--- src/rtl/instr_queue_pkg.sv ---
// Shared widths, the empty-head instruction encoding and the storage entry layout
// for the fetch/decode instruction queue.
package instr_queue_pkg;

    localparam int          WORD_WIDTH = 32;
    localparam logic [31:0] INSTR_NOP  = 32'h0000_0000;

    // Stored word is {pc, instr}: pc occupies bits [63:32].
    typedef struct packed {
        logic [WORD_WIDTH-1:0] pc;
        logic [WORD_WIDTH-1:0] instr;
    } entry_t;

endpackage

--- src/rtl/instr_queue_mem.sv ---
// Entry storage for the instruction queue: one synchronous write port and
// one asynchronous read port that feeds the queue head.
module instr_queue_mem
    import instr_queue_pkg::*;
#(
    parameter int DEPTH  = 4,
    parameter int ADDR_W = $clog2(DEPTH)
) (
    input  logic              clk,
    input  logic              we,
    input  logic [ADDR_W-1:0] waddr,
    input  entry_t            wdata,
    input  logic [ADDR_W-1:0] raddr,
    output entry_t            rdata
);

    entry_t storage [DEPTH];

    // NOTE: storage has no reset on purpose; only the queue's count decides
    // which entries are meaningful, so stale data is never observed.
    always_ff @(posedge clk) begin
        if (we) begin
            storage[waddr] <= wdata;
        end
    end

    assign rdata = storage[raddr];

endmodule

--- src/rtl/instr_queue.sv ---
// Decoupling queue between fetch and decode: captures one {pc, instr} pair per
// unstalled cycle, presents the oldest to decode, back-pressures fetch when full.
module instr_queue
    import instr_queue_pkg::*;
#(
    parameter int DEPTH  = 4,
    parameter int ADDR_W = $clog2(DEPTH)
) (
    input  logic                  clk,
    input  logic                  rst,
    input  logic [WORD_WIDTH-1:0] pcF,
    input  logic [WORD_WIDTH-1:0] instrF,
    input  logic                  stallD,
    input  logic                  flushD,
    output logic                  stallF,
    output logic                  validD,
    output logic [WORD_WIDTH-1:0] pcD,
    output logic [WORD_WIDTH-1:0] instrD
);

    localparam logic [ADDR_W:0] FULL_COUNT = (ADDR_W + 1)'(DEPTH);

    logic [ADDR_W-1:0] wr_ptr;
    logic [ADDR_W-1:0] rd_ptr;
    logic [ADDR_W:0]   count;
    logic              enq;
    logic              deq;
    entry_t            wr_entry;
    entry_t            head;

    // Both flags come from registered count only, so decode-side inputs never
    // reach stallF combinationally.
    assign stallF = (count == FULL_COUNT);
    assign validD = (count != '0);

    assign enq = !stallF && !flushD;
    assign deq = validD && !stallD && !flushD;

    assign wr_entry = '{pc: pcF, instr: instrF};

    instr_queue_mem #(
        .DEPTH  (DEPTH),
        .ADDR_W (ADDR_W)
    ) u_mem (
        .clk   (clk),
        .we    (enq),
        .waddr (wr_ptr),
        .wdata (wr_entry),
        .raddr (rd_ptr),
        .rdata (head)
    );

    // NOTE: sequential state uses non-blocking assignments so every register
    // samples pre-edge values regardless of block ordering.
    always_ff @(posedge clk) begin
        if (rst) begin
            wr_ptr <= '0;
            rd_ptr <= '0;
            count  <= '0;
        end else if (flushD) begin
            wr_ptr <= '0;
            rd_ptr <= '0;
            count  <= '0;
        end else begin
            if (enq) begin
                wr_ptr <= wr_ptr + ADDR_W'(1);
            end
            if (deq) begin
                rd_ptr <= rd_ptr + ADDR_W'(1);
            end
            unique case ({enq, deq})
                2'b10:   count <= count + (ADDR_W + 1)'(1);
                2'b01:   count <= count - (ADDR_W + 1)'(1);
                default: count <= count;
            endcase
        end
    end

    // NOTE: outputs get a default before the conditional override so the
    // empty case cannot infer a latch.
    always_comb begin
        pcD    = '0;
        instrD = INSTR_NOP;
        if (validD) begin
            pcD    = head.pc;
            instrD = head.instr;
        end
    end

endmodule

--- config.mk ---
export PLATFORM = sky130hd
export DESIGN_NAME = instr_queue
export DESIGN_NICKNAME = d
export VERILOG_FILES = /design/src/rtl/instr_queue_pkg.sv /design/src/rtl/instr_queue_mem.sv /design/src/rtl/instr_queue.sv
export SDC_FILE = /design/constraint.sdc
export NUM_CORES = 1
export LEC_CHECK = 0
export ABC_CLOCK_PERIOD_IN_PS = 3700
export BUFFER_PORTS_ARGS = -buffer_cell sky130_fd_sc_hd__buf_2
export CAP_MARGIN = 20
export CORE_ASPECT_RATIO = 0.5
export CORE_MARGIN = 10
export CORE_UTILIZATION = 45
export CTS_CLUSTER_SIZE = 30
export DETAILED_ROUTE_END_ITERATION = 8
export GPL_ROUTABILITY_DRIVEN = 0
export GPL_TIMING_DRIVEN = 0
export SLEW_MARGIN = 30
export SYNTH_ARGS = -nofsm -noshare
export SYNTH_HDL_FRONTEND = slang
export SYNTH_SLANG_ARGS = --single-unit
--- constraint.sdc ---
create_clock -name clk -period 3.7 [get_ports clk]
set_clock_uncertainty 0.15 [all_clocks]
set_input_delay 0.74 -clock clk [delete_from_list [all_inputs] [get_ports clk]]
set_output_delay 0.74 -clock clk [all_outputs]
set_load 0.05 [all_outputs]
==> key figures, run 1 <==
Setup path
  – CP required: 2810 ps
  – Critical path, cell by cell: nor3_2 -> inv_2 -> clkbuf_1 -> buf_2 -> and2_1 -> buf_2
  – Slowest cell on the critical path: dfxtp_1
  – Setup CP Type: register to primary output
  – Setup crit end kind: primary output
  – Critical path peak fanout: 10
  – Crit path DAT: 2390 ps
  – Crit-path most repeated cell: buf_2
  – Peak per-stage delay on the critical path: 460 ps
  – Startpoint Class: register

Yosys
  – Synthesized Nets: 532
  – Syn Inst Count: 459
  – Synth Cell Area: 0.0102 mm^2
  – #FFs+latches synth: 265
  – Synth cell types: 27
  – Sequential element share of the synthesized area: 77.0%
  – Syn_area_per_cell: 22.3 um^2
  – Yosys Warn Count: 0

Clock tree
  – CTS Buf Count: 24
  – Hold_buf cts: 0
  – CTS Buffer Depth: 3
  – Clock transition at path regs: 70 ps
  – Resized cells post-CTS: 0
  – Total number of H-tree levels: 1
  – Root buffer cell: clkbuf_16
  – TritonCTS clock tree: built
  – Worst skew pair latency: 500 ps
  – CTS sink cnt: 265
  – Post-CTS Setup Bufs: 0

Detailed routing
  – First-pass DRT Iterations: 4
  – Via count: 4749
  – DR vias/cell: 5.04
  – Residual DRC: 0
  – Detailed Route Iter0 Violations: 326
  – Wirelength per Cell: 21.1 um
  – Final ANT Viol Nets: 0
  – Final wirelength: 19.8 mm

Global routing
  – Overflow left after global routing: 0
  – Antenna violations before repair: 2
  – Largest net degree at the start of global routing: 39
  – Vias in the first global route: 5144
  – Tot GR Track Use: 13.4%
  – First-pass GRT wire length: 30.6 mm

Placed design
  – IO buf count: 133
  – Inst Count DP: 898
  – DP Worst Slack: 901 ps
  – DP Wirelength: 12.6 mm
  – Cell Area, Placed: 0.0114 mm^2

STA
  – Max-slew headroom: 60.6%
  – Final WS setup: 421 ps
  – Final hold slack: 300 ps
  – Setup_tns: 0 ps
  – Final Hold Vio Count: 0
  – Period Utilization, post-route: 88.6%
  – Fin. max-slew vios: 0
  – Fmax: 305 MHz
  – RSZ-0062 raised after global routing: false
  – Final setup viols: 0
  – Fin crit period: 3280 ps
  – Worst-margin pin slew: 591 ps

Cells and area
  – Area growth from synthesis to layout: 19.2%
  – Final Non-Filler Cells: 942
  – Antenna diodes: 0
  – Fin area: 0.0122 mm^2
  – Fin nets: 697
  – Layout cell share with drive strength beyond 1: 40.8%
  – Post-layout util: 55.4%

Floorplanning
  – Die width: 233 um
  – Die footprint: 0.0295 mm^2
  – I/O Pins: 134
  – # rows: 38
  – Core box area: 0.0220 mm^2
  – Starting Density: 46.4%
  – Die Y: 127 um

Power
  – Post-layout power: 6.32 mW
  – Worst vdd ir: 247 uV
  – PD cells: 519 mW/mm^2
  – P_leak: 4.27 nW

Min path
  – Hold WC Path Type: input port to register

Flow run
  – Max cap viols: 0

Status
  – Status: finished, final reports clean
-- flip-flops by register name, indices dropped and copies added (netlist names), named ones only --
signal / cells
u_mem.storage: 256
rd_ptr: 2
count: 3
wr_ptr: 2
-- final cells by class --
cell class | count | area (um^2)
Fill cell | 1710 | 9830
Clock buffer | 27 | 633
Multi-Input combinational cell | 168 | 2150
Timing Repair Buffer | 139 | 793
Clock inverter | 17 | 153
Inverter | 4 | 15.0
Buffer | 22 | 203
Tap cell | 300 | 375
Sequential cell | 265 | 7870
-- cell families (layout without fill, tap and decap cells) --
logic type	after synthesis	after routing	share of synthesized area (%)
adders and majority gates	5	5	0.612
and+or+nand+nor	86	86	5.15
DFF	265	265	77.0
buffers and inverters	26	209	2.13
muxes	67	67	14.5
xor gates and xnor gates	3	3	0.257
AOI/OAI and AO/OA	7	7	0.343
-- worst max-delay path: cells and delay by family (launching register included) --
kind / cells / cell delay (ps)
buffers and inverters: 4 / 1120
flip-flops: 1 / 460
AND/OR/NAND/NOR: 2 / 300
-- cell usage in the layout, fill, tap and decap left out, types with 3 or more instances in the layout --
cell type,count
buf_12,11
and2_1,64
mux4_1,4
clkbuf_16,25
a21oi_1,4
bufinv_16,3
nor2_1,6
buf_2,144
and2_4,4
inv_1,3
or3_1,4
clkinv_2,8
ha_1,5
mux4_2,60
o21ai_0,3
dfxtp_1,9
edfxtp_1,256
clkbuf_1,5
clkinv_1,6
mux2i_1,3
-- final timing paths --
kind | startpoint | endpoint | slack [ps] | depth (start not counted)
setup / recovery | count[0] | instrD[7] | 420 | 6
hold / removal | pcF[18] | u_mem.storage[3][50] | 300 | 1
setup reg to reg | count[0] | u_mem.storage[3][39] | 1510 | 4
hold reg to reg | rd_ptr[1] | register | 350 | 2
-- cells in the mapped netlist --
library cell	n	share of area, %
ha_1	5	0.61
nor3_2	1	0.098
xnor2_1	2	0.17
o21ai_0	3	0.15
buf_12	6	1.2
clkbuf_1	3	0.11
mux4_2	60	13
inv_1	3	0.11
nand2b_1	1	0.061
a21oi_1	4	0.20
or3_1	4	0.24
mux2i_1	3	0.29
nor2_1	6	0.22
nand2_1	2	0.073
edfxtp_1	256	75
xor2_1	1	0.086
dfxtp_1	9	1.8
nor3b_2	1	0.12
nor3_1	1	0.049
buf_2	11	0.54
or2_2	1	0.061
nor2b_1	1	0.061
inv_2	1	0.037
and2_1	68	4.2
buf_6	1	0.11
clkbuf_2	1	0.049
mux4_1	4	1.0
-- layer usage --
layer / vias to the layer above / share of wire [%] / global-route usage, %
li1: 2199 / - / -
met1: 2446 / 44 / 17.4
met2: 74 / 51 / 23.1
met3: 28 / 3.9 / 2.60
met4: 2 / 1.4 / 3.00
met5: - / 0.066 / 0
-- power by group --
| part | total (mW) | leakage, nW | switching (mW) | internal, mW |
|---|---|---|---|---|
| Clock | 2.46 | 0.394 | 1.02 | 1.44 |
| Combinational | 0.461 | 1.45 | 0.303 | 0.158 |
| Sequential | 3.40 | 2.42 | 0.0182 | 3.38 |
| Total | 6.32 | 4.27 | 1.34 | 4.98 |
(Power assumes the default switching activity.)
==> run 2: changes to the inputs <==
Settings changed: CORE_MARGIN 10 to not set, SYNTH_HIERARCHICAL set to 1.
==> run 2 against run 1 <==
  * Sequential share of layout area is 0.23 points lower
  * Sequential power barely moved
  * Critical path depth shrank 1
  * Critical endpoint is now instrD[6]
  * Largest cell class unchanged
  * Clock power fell by 4%
  * Largest power group unchanged
  * Synthesized cell count fell by 1.5%
  * Non-clock buffer count up 6
  * Via count increased by 0.40%
  * Die area fell by 21%
  * Global-route usage increased by 3.1 points
  * Fmax is 5.8% higher
==> key figures, run 2 <==
Cells and area
  – Layout cell share with drive strength beyond 1: 41.4% (was 40.8%)
  – Final Non-Filler Cells: 942 (unchanged)
  – Largest regs: u_mem/storage (256), count (3) (was u_mem.storage (256), count (3))
  – Area growth from synthesis to layout: 19.6% (was 19.2%)
  – Reg with most FFs: u_mem/storage (was u_mem.storage)
  – Fin nets: 692 (was 697)
  – Most common cell after layout, fill and taps aside: edfxtp_1 (unchanged)
  – Most frequent cells in the layout: edfxtp_1, buf_2, and2_1 (unchanged)
  – Max reg flops: 256 (unchanged)
  – Post-layout util: 55.5% (was 55.4%)

Floorplanning
  – Die width: 215 um (was 233 um)
  – Die footprint: 0.0232 mm^2 (was 0.0295 mm^2)
  – # rows: 38 (unchanged)
  – Starting Density: 46.4% (about the same)
  – I/O Pins: 134 (unchanged)
  – Die Y: 108 um (was 127 um)
  – Core box area: 0.0219 mm^2 (was 0.0220 mm^2)

Yosys
  – XOR/XNOR share of the synthesized area: 0.258% (was 0.257%)
  – Compound-gate portion of the synthesized area: 0.394% (was 0.343%)
  – Post-synth top area share: 75.6% (was 75.2%)
  – Count leader, synth: edfxtp_1 (unchanged)
  – Largest family of logic cells by synthesized area: multiplexers (unchanged)
  – Mux contribution to synthesized area: 14.5% (about the same)
  – Most frequent cells after synthesis: edfxtp_1, and2_1, mux4_2, buf_6, dfxtp_1 (was edfxtp_1, and2_1, mux4_2, buf_2, dfxtp_1)
  – Post-Synth Simple-Gate Area: 5.29% (was 5.15%)
  – Synthesized Nets: 521 (was 532)
  – Area leader, netlist: edfxtp_1 (unchanged)
  – Synth Cell Area: 0.0102 mm^2 (about the same)
  – Syn_area_per_cell: 22.5 um^2 (was 22.3 um^2)
  – Count of flip-flops with a built-in enable after synthesis: 256 (unchanged)
  – Synth cell types: 30 (was 27)
  – Post-Synth Adder-Cell Area: 0.123% (was 0.612%)
  – Post-synth ARST share: 0% (unchanged)
  – Syn Inst Count: 452 (was 459)
  – Sequential element share of the synthesized area: 76.9% (was 77.0%)
  – Synth Flop Type: edfxtp_1 (unchanged)
  – Yosys Warn Count: 6 (was 0)
  – Area contributors post-synth: edfxtp_1, mux4_2, and2_1 (unchanged)
  – #FFs+latches synth: 263 (was 265)

Clock tree
  – TritonCTS clock tree: built (unchanged)
  – CTS Buf Count: 24 (unchanged)
  – Worst skew pair latency: 520 ps (was 500 ps)
  – CTS Buffer Depth: 3 (unchanged)
  – CTS sink cnt: 263 (was 265)
  – Clock transition at path regs: 70 ps (about the same)
  – Post-CTS Setup Bufs: 0 (unchanged)
  – Resized cells post-CTS: 0 (unchanged)
  – Hold_buf cts: 0 (unchanged)
  – Root buffer cell: clkbuf_16 (unchanged)
  – Total number of H-tree levels: 1 (unchanged)

Detailed routing
  – Detailed Route Iter0 Violations: 258 (was 326)
  – Via count: 4768 (was 4749)
  – First-pass DRT Iterations: 4 (unchanged)
  – DR vias/cell: 5.06 (was 5.04)
  – Residual DRC: 0 (unchanged)
  – Wirelength per Cell: 19.9 um (was 21.1 um)
  – Final ANT Viol Nets: 0 (unchanged)
  – Final wirelength: 18.8 mm (was 19.8 mm)

Global routing
  – Vias in the first global route: 4980 (was 5144)
  – Tot GR Track Use: 16.5% (was 13.4%)
  – Antenna violations before repair: 2 (unchanged)
  – First-pass GRT wire length: 28.3 mm (was 30.6 mm)
  – Overflow left after global routing: 0 (unchanged)
  – Largest net degree at the start of global routing: 37 (was 39)

STA
  – Fmax: 323 MHz (was 305 MHz)
  – Max-slew headroom: 57.7% (was 60.6%)
  – Final Hold Vio Count: 0 (unchanged)
  – Fin. max-slew vios: 0 (unchanged)
  – Final setup viols: 0 (unchanged)
  – RSZ-0062 raised after global routing: false (unchanged)
  – Period Utilization, post-route: 83.8% (was 88.6%)
  – Fin crit period: 3100 ps (was 3280 ps)
  – Worst-margin pin slew: 635 ps (was 591 ps)

Setup path
  – Setup crit end kind: primary output (unchanged)
  – Worst reg2reg path endpoint: u_mem/storage[0][4] (was u_mem.storage[3][39])
  – Setup CP Type: register to primary output (unchanged)
  – Critical path, cell by cell: buf_6 -> buf_12 -> mux4_2 -> and2_1 -> buf_2 (was nor3_2 -> inv_2 -> clkbuf_1 -> buf_2 -> and2_1 -> buf_2)
  – Crit. Startpoint: rd_ptr[0] (was count[0])
  – Crit path DAT: 2210 ps (was 2390 ps)
  – Peak per-stage delay on the critical path: 510 ps (was 460 ps)
  – Startpoint Class: register (unchanged)
  – Critical path peak fanout: 10 (unchanged)
  – Crit path to: instrD[6] (was instrD[7])
  – Reg2Reg Depth: 8 (was 4)
  – CP required: 2810 ps (about the same)
  – R2R Setup Slk: 1070 ps (was 1510 ps)
  – Slowest cell on the critical path: mux4_2 (was dfxtp_1)
  – Reg2Reg Launch Point: count[0] (unchanged)

Placed design
  – DP Wirelength: 11.8 mm (was 12.6 mm)
  – IO buf count: 133 (unchanged)
  – Inst Count DP: 897 (was 898)

Power
  – PD cells: 510 mW/mm^2 (was 519 mW/mm^2)
  – Seq pwr share: 54.4% (was 53.8%)
  – P_leak: 4.23 nW (was 4.27 nW)
  – Comb pwr share: 7.6% (was 7.3%)
  – Switching power: 1.35 mW (was 1.34 mW)
  – Clock share of power: 38.0% (was 38.9%)
  – Sw Ratio: 21.7% (was 21.3%)
  – Int Pwr: 4.86 mW (was 4.98 mW)
  – Post-layout power: 6.21 mW (was 6.32 mW)
  – Worst vdd ir: 394 uV (was 247 uV)

Status
  – Status: finished, final reports clean (unchanged)

Min path
  – Hold WC Path Type: input port to register (unchanged)

Flow run
  – Max cap viols: 0 (unchanged)
[run 2: cell count changes after synthesis, moves of 4 or more]
| cell | previous run | this run |
|---|---|---|
| buf_6 | 1 | 7 |
| buf_2 | 11 | 6 |
| and2_1 | 68 | 64 |
| ha_1 | 5 | 1 |
[run 2: how the worst min path moves through the flow]
stage | startpoint | to | slack, ps | cells after the start
after floorplan | rd_ptr[1] | rd_ptr[1] | 310 | 2
after global placement | rd_ptr[1] | rd_ptr[1] | 330 | 2
after detailed placement | rd_ptr[1] | rd_ptr[1] | 330 | 2
after CTS | instrF[1] | u_mem/storage[0][1] | 260 | 1
after global routing | pcF[31] | u_mem/storage[0][63] | 270 | 1
final | pcF[2] | u_mem/storage[2][34] | 280 | 1
[run 2: routing by layer]
layer  global-route usage [%]  vias up  routed length [um]
met5                        0        -                   0
met4                     4.03        0                 354
met3                     3.63       25                 674
met2                     27.7       88                9370
met1                     22.2     2463                8380
li1                         -     2192                   -
[run 2: stage by stage]
stage | TNS, ps | setup WS, ps | hold slack, ps | cell area, um^2
after CTS | 0 | 539 | 258 | 12200
after detailed placement | 0 | 739 | 330 | 11400
final | 0 | 601 | 278 | 12200
after global placement | -277470 | -1250 | 327 | 11200
after floorplan | 0 | 327 | 307 | 10200
after global routing | 0 | 502 | 265 | 12200
[run 2: kinds of logic (layout without fill, tap and decap cells)]
family | after synthesis | in the layout
AO/OA/AOI/OAI | 8 | 8
flip-flops | 263 | 263
other | 0 | 2
adder cells (fa/ha/maj) | 1 | 1
AND/OR/NAND/NOR | 86 | 86
XOR/XNOR | 3 | 3
buffers and inverters | 25 | 213
multiplexers | 66 | 66
[run 2: critical path, delay by kind of cell, from the launching register on]
family	cells	cell delay [ps]
AND/OR/NAND/NOR	1	160
multiplexers	1	510
flip-flops	1	370
buffers and inverters	3	630
[run 2: power groups by stage]
stage | clock (mW) | combinational [mW] | sequential [mW]
2_1_floorplan | 0 | 0.305 | 3.44
3_3_place_gp | 0 | 0.451 | 3.45
3_5_place_dp | 0 | 0.482 | 3.44
4_1_cts | 2.42 | 0.483 | 3.38
5_1_grt | 2.55 | 0.506 | 3.38
6_report | 2.36 | 0.473 | 3.38
[run 2: area by class of cell]
| cell class | count | area, um^2 |
|---|---|---|
| fillers | 1717 | 9750 |
| flip-flops and latches | 263 | 7830 |
| multi-input cells | 164 | 2120 |
| repair buffers | 145 | 856 |
| clock buffers | 36 | 677 |
| well taps | 300 | 375 |
| plain buffers | 22 | 241 |
| clock inverters | 7 | 57.6 |
| inverters | 3 | 11.3 |
| diodes | 2 | 5.00 |
==> run 3: changes to the inputs <==
Settings changed: ABC_AREA set to 1, ABC_CLOCK_PERIOD_IN_PS 3700 to 2910.
Clock period 3.7 ns to 2.91 ns, I/O delays scaled along.
==> run 3 against run 2 <==
  * Via count is 68% higher
  * First-iteration DRC count up 60%
  * Power is 33% higher
  * Global-route usage rose by 3.2 points
  * Worst hold slack got worse by 170 ps
  * Critical endpoint is now instrD[2]
==> key figures, run 3 <==
Yosys
  – Post-synth top area share: 65.7% (was 75.6%)
  – Syn_area_per_cell: 9.71 um^2 (was 22.5 um^2)
  – Area contributors post-synth: edfxtp_1, nand2_1, inv_1 (was edfxtp_1, mux4_2, and2_1)
  – Post-synth ARST share: 0% (unchanged)
  – Synth Cell Area: 0.0117 mm^2 (was 0.0102 mm^2)
  – Syn Inst Count: 1205 (was 452)
  – Synth Flop Type: edfxtp_1 (unchanged)
  – Area leader, netlist: edfxtp_1 (unchanged)
  – Sequential element share of the synthesized area: 66.9% (was 76.9%)
  – Count of flip-flops with a built-in enable after synthesis: 256 (unchanged)
  – Synth cell types: 22 (was 30)
  – Synthesized Nets: 1274 (was 521)
  – #FFs+latches synth: 263 (unchanged)
  – Count leader, synth: nand2_1 (was edfxtp_1)
  – Yosys Warn Count: 6 (unchanged)
  – Most frequent cells after synthesis: nand2_1, inv_1, edfxtp_1, nand3_1, nor2_1 (was edfxtp_1, and2_1, mux4_2, buf_6, dfxtp_1)

Setup path
  – Setup CP Type: register to primary output (unchanged)
  – Worst reg2reg path endpoint: u_mem/storage[1][47] (was u_mem/storage[0][4])
  – Reg2Reg Launch Point: count[0] (unchanged)
  – Crit. Startpoint: rd_ptr[0] (unchanged)
  – Reg2Reg Depth: 9 (was 8)
  – Delay-heaviest family, CP: buffers and inverters (unchanged)
  – Crit-path most repeated cell: buf_2
  – Crit path to: instrD[2] (was instrD[6])
  – Peak per-stage delay on the critical path: 390 ps (was 510 ps)
  – CP required: 2180 ps (was 2810 ps)
  – R2R Setup Slk: 430 ps (was 1070 ps)
  – Crit path buf inv count: 5 (was 3)
  – Critical path peak fanout: 10 (unchanged)
  – Crit path DAT: 2040 ps (was 2210 ps)
  – Startpoint Class: register (unchanged)
  – Slowest cell on the critical path: dfxtp_1 (was mux4_2)
  – Stages on the worst setup path: 9 (was 5)
  – Setup crit end kind: primary output (unchanged)
  – Critical path, cell by cell: inv_2 -> buf_2 -> buf_2 -> nand2_1 -> nand3_1 -> nand2_1 -> inv_1 -> nor2_2 -> buf_2 (was buf_6 -> buf_12 -> mux4_2 -> and2_1 -> buf_2)

STA
  – Fmax: 360 MHz
  – Setup_tns: 0 ps (unchanged)
  – Max-slew headroom: 57.6% (was 57.7%)
  – RSZ-0062 raised after global routing: true (was false)
  – Fin crit period: 2780 ps
  – Period Utilization, post-route: 95.4%
  – Worst-margin pin slew: 634 ps (was 635 ps)
  – Final WS setup: 134 ps (was 601 ps)
  – Final setup viols: 0 (unchanged)
  – Fin. max-slew vios: 0 (unchanged)
  – Final Hold Vio Count: 0 (unchanged)

Detailed routing
  – Residual DRC: 0 (unchanged)
  – Detailed Route Iter0 Violations: 413 (was 258)
  – DR vias/cell: 4.58 (was 5.06)
  – Via count: 8016 (was 4768)
  – First-pass DRT Iterations: 5 (was 4)
  – Wirelength per Cell: 14.9 um (was 19.9 um)
  – Final wirelength: 26.1 mm (was 18.8 mm)
  – Final ANT Viol Nets: 0 (unchanged)

Cells and area
  – Layout fillers: 2240 (was 1717)
  – Reg with most FFs: u_mem/storage (unchanged)
  – Most frequent cells in the layout: nand2_1, inv_1, edfxtp_1 (was edfxtp_1, buf_2, and2_1)
  – Area growth from synthesis to layout: 20.6% (was 19.6%)
  – Post-layout util: 55.6% (was 55.5%)
  – Final Non-Filler Cells: 1752 (was 942)
  – Most common cell after layout, fill and taps aside: nand2_1 (was edfxtp_1)
  – Largest regs: u_mem/storage (256), count (3) (unchanged)
  – Layout cell share with drive strength beyond 1: 18.3% (was 41.4%)
  – Max reg flops: 256 (unchanged)
  – Fin nets: 1459 (was 692)

Global routing
  – Overflow left after global routing: 0 (unchanged)
  – Vias in the first global route: 7576 (was 4980)
  – Tot GR Track Use: 19.6% (was 16.5%)
  – Grt peak-use layer: met2 (unchanged)
  – Met3 global-route usage: 3.20% (was 3.63%)
  – Largest net degree at the start of global routing: 16 (was 37)
  – Antenna violations before repair: 1 (was 2)
  – First-pass GRT wire length: 40.2 mm (was 28.3 mm)
  – Met1 Use GR: 26.0% (was 22.2%)
  – M2 GR Usage: 34.4% (was 27.7%)

Clock tree
  – CTS Buf Count: 26 (was 24)
  – TritonCTS clock tree: built (unchanged)
  – CTS sink cnt: 263 (unchanged)
  – Total number of H-tree levels: 1 (unchanged)
  – Clock transition at path regs: 60 ps (was 70 ps)
  – Root buffer cell: clkbuf_16 (unchanged)
  – Worst skew pair latency: 530 ps (was 520 ps)
  – CTS Buffer Depth: 3 (unchanged)
  – Hold_buf cts: 0 (unchanged)

Floorplanning
  – Starting Density: 46.1% (was 46.4%)
  – Die Y: 116 um (was 108 um)
  – # rows: 41 (was 38)
  – Core box area: 0.0254 mm^2 (was 0.0219 mm^2)
  – I/O Pins: 134 (unchanged)
  – Die footprint: 0.0267 mm^2 (was 0.0232 mm^2)
  – Die width: 230 um (was 215 um)

Power
  – PD cells: 586 mW/mm^2 (was 510 mW/mm^2)
  – Post-layout power: 8.28 mW (was 6.21 mW)
  – Worst vdd ir: 334 uV (was 394 uV)
  – P_leak: 6.84 nW (was 4.23 nW)

Placed design
  – DP Wirelength: 17.7 mm (was 11.8 mm)
  – IO buf count: 133 (unchanged)
  – DP Worst Slack: 198 ps (was 739 ps)
  – Inst Count DP: 1706 (was 897)

Flow run
  – Max cap viols: 0 (unchanged)

Status
  – Status: finished, final reports clean (unchanged)

Min path
  – Hold WC Path Type: input port to register (unchanged)
-- run 3: through the flow --
stage,cell area [um^2],hold WS (ps)
2_1_floorplan,11800,328
3_3_place_gp,12900,345
3_5_place_dp,13200,359
4_1_cts,14000,72.5
5_1_grt,14100,92.5
6_report,14100,106
-- run 3: cell type report --
| class | instances | area, um^2 | share of cell area (%) |
|---|---|---|---|
| flip-flops and latches | 263 | 7830 | 55.5 |
| inverters | 338 | 1300 | 9.18 |
| repair buffers | 157 | 1030 | 7.29 |
| clock buffers | 30 | 687 | 4.87 |
| multi-input cells | 557 | 2350 | 16.7 |
| well taps | 344 | 430 | 3.05 |
| clock inverters | 15 | 159 | 1.13 |
| diodes | 1 | 2.50 | 0.0177 |
| plain buffers | 47 | 330 | 2.34 |
-- run 3: logic make-up after synthesis --
group | synth area share [%]
AO/OA/AOI/OAI | 0.278
adder cells (fa/ha/maj) | 0.107
buffers and inverters | 13.4
flip-flops | 66.9
AND/OR/NAND/NOR | 19.3
-- run 3: routing by layer --
metal | vias to the layer above | part of all wire, %
li1 | 4051 | -
met1 | 3784 | 44
met2 | 150 | 49
met3 | 31 | 4.8
met4 | 0 | 1.7
met5 | - | 0
-- run 3: timing repair --
item	in CTS	in global routing
setup buffers	0	0
resized for setup	8	37
setup endpoints to repair	60	32
-- run 3: report_power, final --
group          switching (mW)  total [mW]  leakage, nW  internal [mW]
clock                    1.41        3.36        0.407           1.95
combinational           0.442       0.626         4.02          0.184
sequential             0.0247        4.29         2.41           4.26
-- run 3: how the worst min path moves through the flow --
stage / slack, ps / endpoint / start / cells past startpoint
after global placement: 350 / count[1] / count[1] / 2
final: 110 / u_mem/storage[2][0] / instrF[0] / 1
after floorplan: 330 / count[1] / count[1] / 2
after detailed placement: 360 / count[1] / count[1] / 2
after global routing: 90 / u_mem/storage[1][37] / pcF[5] / 1
after CTS: 70 / u_mem/storage[2][0] / instrF[0] / 1
